===== src/rtl/pcie_msi_if.sv =====
// MSI request/acknowledge handshake between the scheduler and the PCIe hard IP.
// The scheduler is the master; the hard IP (or a bench model of it) is the slave.
interface pcie_msi_if;
    logic       app_msi_req;
    logic [4:0] app_msi_num;
    logic [2:0] app_msi_tc;
    logic       app_msi_ack;

    modport master (
        output app_msi_req,
        output app_msi_num,
        output app_msi_tc,
        input  app_msi_ack
    );

    modport slave (
        input  app_msi_req,
        input  app_msi_num,
        input  app_msi_tc,
        output app_msi_ack
    );
endinterface


===== src/rtl/pcie_msi_scheduler.sv =====
// Round-robin arbiter that funnels NUM_REQ interrupt events onto the single HIP MSI port.
// Events are latched as pending bits and retired on app_msi_ack; a missing ack aborts after ACK_TIMEOUT.
module pcie_msi_scheduler #(
    parameter int         NUM_REQ     = 8,
    parameter int         ACK_TIMEOUT = 1024,
    parameter int         GAP_CYCLES  = 4,
    parameter logic [2:0] MSI_TC      = 3'd0
) (
    input  logic               pld_clk,
    input  logic               rst,
    input  logic               msi_enable,
    input  logic [NUM_REQ-1:0] req_pulse,
    pcie_msi_if.master         msi,
    output logic [NUM_REQ-1:0] pending,
    output logic               busy,
    output logic               timeout_err
);

    localparam int CNT_W = (ACK_TIMEOUT > 2) ? $clog2(ACK_TIMEOUT) : 1;
    localparam int GAP_W = $clog2(GAP_CYCLES + 1);

    typedef enum logic [1:0] {
        IDLE,
        REQ,
        GAP
    } state_t;

    state_t             state;
    logic [4:0]         ptr_q;
    logic [4:0]         sel_q;
    logic [CNT_W-1:0]   tmo_cnt;
    logic [GAP_W-1:0]   gap_cnt;
    logic               ack_in_req;
    logic [NUM_REQ-1:0] clr_mask;
    logic               hi_found;
    logic [4:0]         hi_sel;
    logic [4:0]         lo_sel;
    logic [4:0]         rr_sel;

    assign msi.app_msi_tc  = MSI_TC;
    assign msi.app_msi_num = sel_q;
    assign busy            = (state != IDLE);
    assign ack_in_req      = (state == REQ) && msi.app_msi_ack;

    // Lowest pending bit above the pointer wins; failing that, wrap to the lowest pending bit.
    always_comb begin
        hi_found = 1'b0;
        hi_sel   = '0;
        lo_sel   = '0;
        for (int i = NUM_REQ - 1; i >= 0; i--) begin
            if (pending[i]) begin
                lo_sel = 5'(i);
                if (5'(i) > ptr_q) begin
                    hi_found = 1'b1;
                    hi_sel   = 5'(i);
                end
            end
        end
        rr_sel = hi_found ? hi_sel : lo_sel;
    end

    always_comb begin
        clr_mask = '0;
        if (ack_in_req) begin
            for (int i = 0; i < NUM_REQ; i++) begin
                if (sel_q == 5'(i)) begin
                    clr_mask[i] = 1'b1;
                end
            end
        end
    end

    // A new pulse on the bit being acknowledged survives because the set term is ORed in last.
    always_ff @(posedge pld_clk) begin
        if (rst) begin
            state           <= IDLE;
            msi.app_msi_req <= 1'b0;
            sel_q           <= '0;
            ptr_q           <= 5'(NUM_REQ - 1);
            pending         <= '0;
            tmo_cnt         <= '0;
            gap_cnt         <= '0;
            timeout_err     <= 1'b0;
        end else begin
            pending     <= (pending & ~clr_mask) | req_pulse;
            timeout_err <= 1'b0;
            case (state)
                IDLE: begin
                    if (msi_enable && (pending != '0)) begin
                        sel_q           <= rr_sel;
                        msi.app_msi_req <= 1'b1;
                        tmo_cnt         <= '0;
                        state           <= REQ;
                    end
                end
                REQ: begin
                    if (msi.app_msi_ack) begin
                        ptr_q           <= sel_q;
                        msi.app_msi_req <= 1'b0;
                        gap_cnt         <= '0;
                        state           <= GAP;
                    end else if (tmo_cnt == CNT_W'(ACK_TIMEOUT - 1)) begin
                        ptr_q           <= sel_q;
                        msi.app_msi_req <= 1'b0;
                        timeout_err     <= 1'b1;
                        gap_cnt         <= '0;
                        state           <= GAP;
                    end else begin
                        tmo_cnt <= tmo_cnt + CNT_W'(1);
                    end
                end
                GAP: begin
                    if (gap_cnt == GAP_W'(GAP_CYCLES - 1)) begin
                        state <= IDLE;
                    end else begin
                        gap_cnt <= gap_cnt + GAP_W'(1);
                    end
                end
                default: begin
                    state           <= IDLE;
                    msi.app_msi_req <= 1'b0;
                end
            endcase
        end
    end

endmodule


===== src/flat_wrapper.sv =====
// flat-port wrapper written by rule: the top's interface ports become plain ports
module pcie_msi_scheduler_flat 
#(
    parameter int         NUM_REQ     = 8,
    parameter int         ACK_TIMEOUT = 1024,
    parameter int         GAP_CYCLES  = 4,
    parameter logic [2:0] MSI_TC      = 3'd0
)
  (pld_clk, rst, msi_enable, req_pulse, pending, busy, timeout_err, msi_app_msi_req, msi_app_msi_num, msi_app_msi_tc, msi_app_msi_ack);
  pcie_msi_if msi_i ();
  input  logic pld_clk;
  input  logic rst;
  input  logic msi_enable;
  input  logic [NUM_REQ-1:0] req_pulse;
  output logic [NUM_REQ-1:0] pending;
  output logic busy;
  output logic timeout_err;
  output wire logic [$bits(msi_i.app_msi_req)-1:0] msi_app_msi_req;
  output wire logic [$bits(msi_i.app_msi_num)-1:0] msi_app_msi_num;
  output wire logic [$bits(msi_i.app_msi_tc)-1:0] msi_app_msi_tc;
  input wire logic [$bits(msi_i.app_msi_ack)-1:0] msi_app_msi_ack;
  assign msi_app_msi_req = msi_i.app_msi_req;
  assign msi_app_msi_num = msi_i.app_msi_num;
  assign msi_app_msi_tc = msi_i.app_msi_tc;
  assign msi_i.app_msi_ack = msi_app_msi_ack;
  pcie_msi_scheduler #(.NUM_REQ(NUM_REQ), .ACK_TIMEOUT(ACK_TIMEOUT), .GAP_CYCLES(GAP_CYCLES), .MSI_TC(MSI_TC)) u_core (.pld_clk(pld_clk), .rst(rst), .msi_enable(msi_enable), .req_pulse(req_pulse), .msi(msi_i), .pending(pending), .busy(busy), .timeout_err(timeout_err));
endmodule

===== config.mk =====
export PLATFORM = sky130hd
export DESIGN_NAME = pcie_msi_scheduler_flat
export DESIGN_NICKNAME = d
export VERILOG_FILES = /design/src/rtl/pcie_msi_if.sv /design/src/rtl/pcie_msi_scheduler.sv /design/src/flat_wrapper.sv
export SDC_FILE = /design/constraint.sdc
export NUM_CORES = 1
export LEC_CHECK = 0
export ABC_AREA = 1
export CELL_PAD_IN_SITES_DETAIL_PLACEMENT = 1
export CELL_PAD_IN_SITES_GLOBAL_PLACEMENT = 2
export CORE_ASPECT_RATIO = 0.7
export CORE_UTILIZATION = 28
export DETAILED_ROUTE_END_ITERATION = 6
export PLACE_DENSITY = 0.86
export SLEW_MARGIN = 20
export SYNTH_ARGS = -nofsm -noshare
export SYNTH_HDL_FRONTEND = slang
export SYNTH_SLANG_ARGS = --single-unit

===== constraint.sdc =====
create_clock -name pld_clk -period 1.82 [get_ports pld_clk]
set_input_delay 0.182 -clock pld_clk [delete_from_list [all_inputs] [get_ports pld_clk]]
set_output_delay 0.182 -clock pld_clk [all_outputs]
set_load 0.005 [all_outputs]

## Yosys cells after proc, flatten, opt, wreduce, memory -nomap -nowiden

Cells that the tools add are included.

- Word-level logic and storage cells: 126
- Input bits: 12
- Register bits: 35

- Mux-type cells: 70
- Equal/unequal tests: 17
- Reductions and logical operators: 16
- Bitwise operators: 5
- Add/subtract/negate cells: 2
- Order comparisons: 8

Operators by type and width:

| kind | number |
|---|---|
| $mux 5 | 18 |
| $mux 3 | 12 |
| $mux 10 | 3 |
| $mux 1 | 28 |
| $eq 5x3->1 const B | 4 |
| $gt 3x5->1 const A | 4 |
| $pmux 10 s2 | 1 |
| $add 10x1->10 const B | 1 |
| $eq 10x10->1 const B | 1 |
| $eq 5x2->1 const B | 2 |
| $gt 1x5->1 const A | 2 |
| $gt 2x5->1 const A | 2 |
| $reduce_and 3->1 | 3 |
| $and 8x8->8 | 1 |
| $mux 2 | 4 |
| $mux 8 | 1 |
| $not 8->8 | 1 |
| $or 8x8->8 | 1 |
| $reduce_bool 2->1 | 4 |
| $reduce_bool 8->1 | 1 |
| $ne 2x2->1 const B | 3 |
| $pmux 2 s3 | 1 |
| $pmux 3 s2 | 1 |
| $eq 5x1->1 const B | 1 |
| 14 further kinds | 18 |

## Depth between registers and ports, before layout

Gate-level depths: netlist of run 1.

- Depth in word-level cells: 18
- Gate-level depth with buffers: 11

## Worst setup path before layout of run 1

No wires, ideal clock.

- Kind: register -> register
- From: register u_core.tmo_cnt[0]
- To: register u_core.tmo_cnt[6]
- Library setup time: 113 ps
- Data required time: 1707 ps
- Setup slack: 413 ps
- Buffers on the path: 1
- Arrival: 1295 ps
- Period minus slack after synthesis: 1407 ps
- Cell stages (with the launch flop): 12
- Path through: dfxtp_1 -> ha_1 -> nand2_1 -> nor2_2 -> nand2_1 -> nand3_1 -> nand2_2 -> buf_6 -> nand2_1 -> nand2_1 -> nand2_1 -> nor2_1

- Word-level cells in the longest chain between the ends: 4
- Elaborated cells between the ends (all ways): 7
- Those cells by class: add/sub: 1; eq/ne: 2; mux: 3; reduce/logical: 1

Ends and longest elaborated chain:

| element | RTL line | RTL |
|---|---|---|
| start, declared | pcie_msi_scheduler.sv:31 | `logic [CNT_W-1:0] tmo_cnt;` |
| start signal, assigned | pcie_msi_scheduler.sv:109 | `tmo_cnt <= tmo_cnt + CNT_W'(1);` |
| $add 10x1->10 | pcie_msi_scheduler.sv:109 |  |
| $mux 10 | pcie_msi_scheduler.sv:102 | `end else if (tmo_cnt == CNT_W'(ACK_TIMEOUT - 1)) begin` |
| $mux 10 | pcie_msi_scheduler.sv:97 | `if (msi.app_msi_ack) begin` |
| $pmux 10 s2 | pcie_msi_scheduler.sv:87 | `case (state)` |

Several ways; a longest one is shown, not always the timed one. The select of a mux whose other input is x is not followed.
A chain may end at the register's enable or synchronous reset.

## Final worst setup path of run 1

- From: register u_core.tmo_cnt[1]
- To: register u_core.tmo_cnt[6]

The elaborated chain is that of the path after synthesis.

==> results.py, run 1 <==
metrics = {
    "outcome": {
        "status": "completed",
    },
    "clock_tree": {
        "clk_path_buf_depth": 2,
        "ctsResizeCount": 0,
        "numCtsBuffers": 5,
        "cts_root_buf": "clkbuf_8",
        "clock-sinks": 31,
        "h-tree-depth": 2,
        "cts_setup_buffers": 0,
        "cts_tree": "yes",
        "clkLatencyLatePin_ns": 0.28,
        "clkTransAtPathRegs_ns": 0.07,
        "cts_hold_buffers": 0,
    },
    "floorplanning": {
        "core_area_mm2": 0.00584,
        "initial_utilization_pct": 29.7,
        "rows": 23,
        "fp.dieW_um": 96.1,
        "fp.dieH_um": 67.8,
        "io_pins": 31,
        "die_area_mm2": 0.00652,
    },
    "synth": {
        "synth_area_leaders": "dfxtp_1, nand2_1, inv_1",
        "yosysSeqAreaShare_pct": 35.8,
        "ys_top_cells_by_count": "nand2_1, inv_1, dfxtp_1, nor2_1, a21oi_1",
        "synth_most_common_cell": "nand2_1",
        "synth_top_cell_area_share_pct": 35.8,
        "yosys_warnings": 0,
        "yosys.cell_types.count": 30,
        "yosysTopAreaCell": "dfxtp_1",
        "synth_ff_type": "dfxtp_1",
        "synth.ff_latch_count": 31,
        "synthArstFlopShare_pct": 0,
        "synth_edf_count": 0,
        "syn_inst": 257,
        "synth_area_mm2": 0.00173,
        "post_synth.cell_area_avg_um2": 6.75,
    },
    "setup_path": {
        "critPathMostFrequentCell": "nand2_1",
        "crit_required_ns": 2.00,
        "crit_start": "u_core.tmo_cnt[1]",
        "cp-endpoint": "u_core.tmo_cnt[6]",
        "r2r-start": "u_core.tmo_cnt[1]",
        "r2r_end": "u_core.tmo_cnt[6]",
        "endpoint_kind": "flop",
        "crit_type": "reg2reg",
        "cp-start-kind": "flop",
        "cp_max_fo": 7,
        "slowest_stage": "dfxtp_1",
        "slowest_delay_ns": 0.38,
        "rr_worst_depth": 11,
        "arrival_ns": 1.81,
        "reg2reg_slack_ns": 0.19,
        "cp_cell_sequence": "ha_2, nand2_1, nor2_2, nand2_1, nand3_1, nand2_2, buf_4, nand2_1, nand2_1, nand2_1, nor2_1",
    },
    "sta": {
        "setup_tns_ns": 0,
        "rsz0062_at_grt": "no",
        "final-hold-violation-count": 0,
        "worst_clock_skew_ns": 0.0102,
        "max_freq_mhz": 614,
        "setup_viol": 0,
        "slew_violations": 0,
        "period_share_pct": 89.4,
        "fin_crit_ns": 1.63,
    },
    "placement": {
        "port_buffers": 25,
        "post-dp-hpwl_um": 4080,
        "gp_congestion": 0.816,
    },
    "grt": {
        "track_usage_pct": 17.9,
        "grt_pass1_wl_um": 8690,
        "grt-ovfl-total": 0,
        "grt_pass1_vias": 1724,
        "antenna_found_initial": 0,
        "grt_max_degree": 15,
    },
    "detailed_routing": {
        "via_count": 1734,
        "ant_nets": 0,
        "dr.pass1.iters": 4,
        "drt-initial-drc-count": 77,
        "drc_errors": 0,
        "drt_wl_total_um": 5080,
        "vias_per_cell": 4.66,
        "wl_per_cell_um": 13.7,
    },
    "power_and_ir_drop": {
        "power_density_mw_per_mm2": 760,
        "power.total_mw": 1.69,
        "ir_drop_v": 0.000306,
        "power_leakage_nw": 1.02,
    },
    "hold_path": {
        "hold_path.class": "in2reg",
    },
    "run": {
        "drv_cap": 0,
    },
    "finish": {
        "layout.nets": 311,
        "antenna_cells": 0,
        "syn_to_final_growth_pct": 28.1,
        "drive_above_1_share_pct": 11.8,
    },
}
## through the flow
stage,hold slack (ns),util (%),setup WS (ns),cells,instance area (µm²)
after floorplan,0.260,-,0.413,261,1750
after global placement,0.457,36.2,0.250,364,2120
after detailed placement,0.479,36.2,0.167,364,2120
after CTS,0.435,37.9,0.137,372,2220
after global routing,0.463,38.0,0.00532,372,2220
final,0.441,38.0,0.192,372,2220
## area by class of cell
type	instances	area [µm²]
inverter	46	175
fill	748	3620
multi-input combinational	175	890
sequential	31	622
clock buffer	8	100
timing repair buffer	37	340
tap	75	93.8
## worst min-delay path by stage
stage / slack [ns] / startpoint / depth (start not counted) / end
global route: 0.46 / req_pulse[3] / 3 / u_core.pending[3]
CTS: 0.44 / req_pulse[0] / 3 / u_core.pending[0]
finish: 0.44 / req_pulse[1] / 3 / u_core.pending[1]
global placement: 0.46 / u_core.gap_cnt[1] / 2 / u_core.gap_cnt[1]
detailed placement: 0.48 / u_core.tmo_cnt[9] / 2 / u_core.tmo_cnt[9]
floorplan: 0.26 / msi_app_msi_ack / 1 / u_core.timeout_err
## layout by cell type (no fill, tap or decap), drive strengths merged
cell            n
nand2          65
inv            46
dfxtp          31
nor2           28
clkdlybuf4s50  25
a21oi          23
nand3          15
buf            12
o21ai           9
o41ai           8
clkbuf          8
conb            5
nor3            5
o211ai          3
xor2            3
nand4           3
ha              3
o21bai          1
and3            1
xnor2           1
nor4            1
a31oi           1
## power by group
part,switching [mW],internal (mW),total (mW),leakage [nW]
clock network,0.251,0.345,0.596,0.0515
registers,0.0397,0.715,0.754,0.255
logic,0.194,0.143,0.338,0.711
total,0.485,1.20,1.69,1.02
## worst max-delay path: cells and delay by family (launching register included)
kind / cells / cell delay, ns
buf+inv: 1 / 0.18
flops: 1 / 0.38
fa+ha+maj: 1 / 0.22
simple gates: 9 / 0.76
## routing by layer
metal  global-route usage [%]  share of wire, %  vias up
li1                         -                 -      892
met1                     26.9                56      811
met2                     25.7                40       26
met3                     4.11               3.1        5
met4                     3.92              0.87        0
met5                        0                 0        -
## cell families (layout without fill, tap and decap cells)
family                   count (synthesis)  count (layout)  synth area share [%]
AND/OR/NAND/NOR                        118             118                  29.9
buffers and inverters                   55              91                  13.9
AO/OA/AOI/OAI                           45              45                  16.0
flip-flops                              31              31                  35.8
XOR/XNOR                                 4               4                  2.02
adder cells (fa/ha/maj)                  3               3                  2.16
other                                    1               5                 0.216
## state kept, by name (all words and copies together), names as in the netlist
name / count
u_core.state: 2
u_core.timeout_err: 1
u_core.tmo_cnt: 10
u_core.msi.app_msi_num: 3
u_core.pending: 8
u_core.ptr_q: 3
u_core.msi.app_msi_req: 1
u_core.gap_cnt: 3
Note: power is estimated with default switching activity, not from simulation.
==> run 2, diff against run 1 <==
--- a/config.mk
+++ b/config.mk
@@ -8,7 +8,6 @@
 export ABC_AREA = 1
 export CELL_PAD_IN_SITES_DETAIL_PLACEMENT = 1
 export CELL_PAD_IN_SITES_GLOBAL_PLACEMENT = 2
-export CORE_ASPECT_RATIO = 0.7
 export CORE_UTILIZATION = 28
 export DETAILED_ROUTE_END_ITERATION = 6
 export PLACE_DENSITY = 0.86
==> run 2 against run 1 <==
Against the previous run:
- sequential power grew 0.9%
- critical path depth shrank 2
- cell count shrank 2.4%
- highest routed layer unchanged
==> results.py, run 2 (same netlist as run 1, synthesis figures left out) <==
metrics = {
    "outcome": {
        "status": "completed",
    },
    "sta": {
        "setup_viol": 0,
        "worst_clock_skew_ns": 0.00544,
        "final-hold-violation-count": 0,
        "fin_crit_ns": 1.64,
        "setup_tns_ns": 0,
        "rsz0062_at_grt": "no",
        "period_share_pct": 90.3,
        "max_freq_mhz": 608,
        "slew_violations": 0,
    },
    "clock_tree": {
        "cts_root_buf": "clkbuf_8",
        "ctsResizeCount": 0,
        "cts_setup_buffers": 0,
        "clk_path_buf_depth": 2,
        "h-tree-depth": 2,
        "clock-sinks": 31,
        "clkTransAtPathRegs_ns": 0.07,
        "cts_tree": "yes",
        "clkLatencyLatePin_ns": 0.28,
        "numCtsBuffers": 5,
        "cts_hold_buffers": 0,
    },
    "power_and_ir_drop": {
        "sw_frac_of_total_pct": 28.4,
        "power_density_mw_per_mm2": 769,
        "power_frac_seq_pct": 45.7,
        "ir_drop_v": 0.000373,
        "power_leakage_nw": 0.978,
        "share_comb_of_total_power_pct": 18.1,
        "intPower_mw": 1.19,
        "p_clk_share_pct": 36.1,
        "switching_power_mw": 0.472,
        "power.total_mw": 1.66,
    },
    "detailed_routing": {
        "drt_wl_total_um": 4640,
        "wl_per_cell_um": 12.8,
        "drt-initial-drc-count": 35,
        "dr.pass1.iters": 4,
        "drc_errors": 0,
        "ant_nets": 0,
        "via_count": 1702,
        "vias_per_cell": 4.69,
    },
    "setup_path": {
        "critPathMostFrequentCell": "nand2_1",
        "slowest_delay_ns": 0.36,
        "cp_cell_sequence": "ha_1, nand2_1, nor2_2, nand2_1, nand3_1, nand2_2, clkinv_2, o21ai_0, nor2_1",
        "cp-start-kind": "flop",
        "crit_required_ns": 2.00,
        "cp_num_buf_inv": 1,
        "arrival_ns": 1.82,
        "crit_type": "reg2reg",
        "crit_family": "simple AND/OR/NAND/NOR gates",
        "worst-path-stages": 9,
        "r2r-start": "u_core.tmo_cnt[0]",
        "cp_max_fo": 11,
        "r2r_end": "u_core.tmo_cnt[2]",
        "slowest_stage": "dfxtp_1",
        "rr_worst_depth": 9,
        "endpoint_kind": "flop",
        "reg2reg_slack_ns": 0.18,
    },
    "placement": {
        "post-dp-hpwl_um": 3610,
        "gp_congestion": 0.854,
        "port_buffers": 25,
    },
    "finish": {
        "syn_to_final_growth_pct": 24.6,
        "largest_register": "u_core.tmo_cnt",
        "largest_register_ffs": 10,
        "layout.nets": 302,
        "final_common_cell": "nand2_1",
        "final_cell_mix": "nand2_1, inv_1, dfxtp_1, nor2_1, clkdlybuf4s50_1",
        "antenna_cells": 0,
        "postLayoutCoreUtil_pct": 36.3,
        "reg.largest.list": "u_core.tmo_cnt x10, u_core.pending x8",
        "drive_above_1_share_pct": 8.33,
    },
    "floorplanning": {
        "io_pins": 31,
        "fp.dieH_um": 80.7,
        "rows": 28,
        "initial_utilization_pct": 29.1,
        "fp.dieW_um": 80.7,
        "core_area_mm2": 0.00596,
        "die_area_mm2": 0.00651,
    },
    "grt": {
        "grt_pass1_wl_um": 7620,
        "grt-ovfl-total": 0,
        "track_usage_pct": 15.4,
        "grt_max_degree": 19,
        "grt_pass1_vias": 1570,
        "antenna_found_initial": 0,
    },
    "hold_path": {
        "hold_path.class": "in2reg",
        "min-delay-start": "req_pulse[6]",
        "min_path_cells": 3,
        "hold-path-endpoint": "u_core.pending[6]",
    },
    "run": {
        "drv_cap": 0,
    },
}
-- run 2: cell types whose count changed in the layout (fill, tap and decap cells not counted) --
cell | before | now
ha_1 | 2 | 3
buf_4 | 12 | 2
clkinv_2 | 0 | 1
buf_12 | 0 | 1
ha_2 | 1 | 0
dfxtp_1 | 30 | 31
dfxtp_2 | 1 | 0
inv_4 | 1 | 0
-- run 2: per-stage QoR --
step | instances | area (µm²) | hold slack, ns | setup WS (ns)
finish | 363 | 2160 | 0.442 | 0.176
global route | 363 | 2160 | 0.465 | 0.0170
CTS | 363 | 2160 | 0.434 | 0.152
detailed placement | 355 | 2060 | 0.471 | 0.167
global placement | 355 | 2060 | 0.453 | 0.270
floorplan | 261 | 1750 | 0.260 | 0.413
-- run 2: cell type report --
type,count,area (µm²)
inverter,46,174
tap,75,93.8
timing repair buffer,28,285
clock buffer,8,100
fill,776,3790
multi-input combinational,175,887
sequential,31,621
-- run 2: routing by layer --
| layer | global-route usage (%) | part of all wire (%) |
|---|---|---|
| met1 | 21.5 | 51 |
| met2 | 23.8 | 44 |
| met3 | 3.41 | 3.6 |
| met4 | 3.75 | 1.0 |
| met5 | 0 | 0 |
-- run 2: worst min-delay path, cell delays in order --
cell,delay [ns]
clkdlybuf4s50_1,0.39
inv_1,0.05
a21oi_1,0.05
-- run 2: worst max-delay path by stage --
stage                       from                 to  slack (ns)
6_report       u_core.tmo_cnt[0]  u_core.tmo_cnt[2]        0.18
5_1_grt        u_core.tmo_cnt[0]  u_core.tmo_cnt[2]        0.02
4_1_cts        u_core.tmo_cnt[0]  u_core.tmo_cnt[2]        0.15
3_5_place_dp   u_core.tmo_cnt[0]  u_core.tmo_cnt[2]        0.17
3_3_place_gp   u_core.tmo_cnt[0]  u_core.tmo_cnt[2]        0.27
2_1_floorplan  u_core.tmo_cnt[0]  u_core.tmo_cnt[6]        0.41
-- run 2: power by group through the flow --
stage	Clock (mW)	Sequential, mW	Combinational, mW
floorplan	0	0.765	0.184
global placement	0	0.776	0.302
detailed placement	0	0.776	0.305
CTS	0.627	0.760	0.307
global route	0.651	0.765	0.341
finish	0.600	0.761	0.302
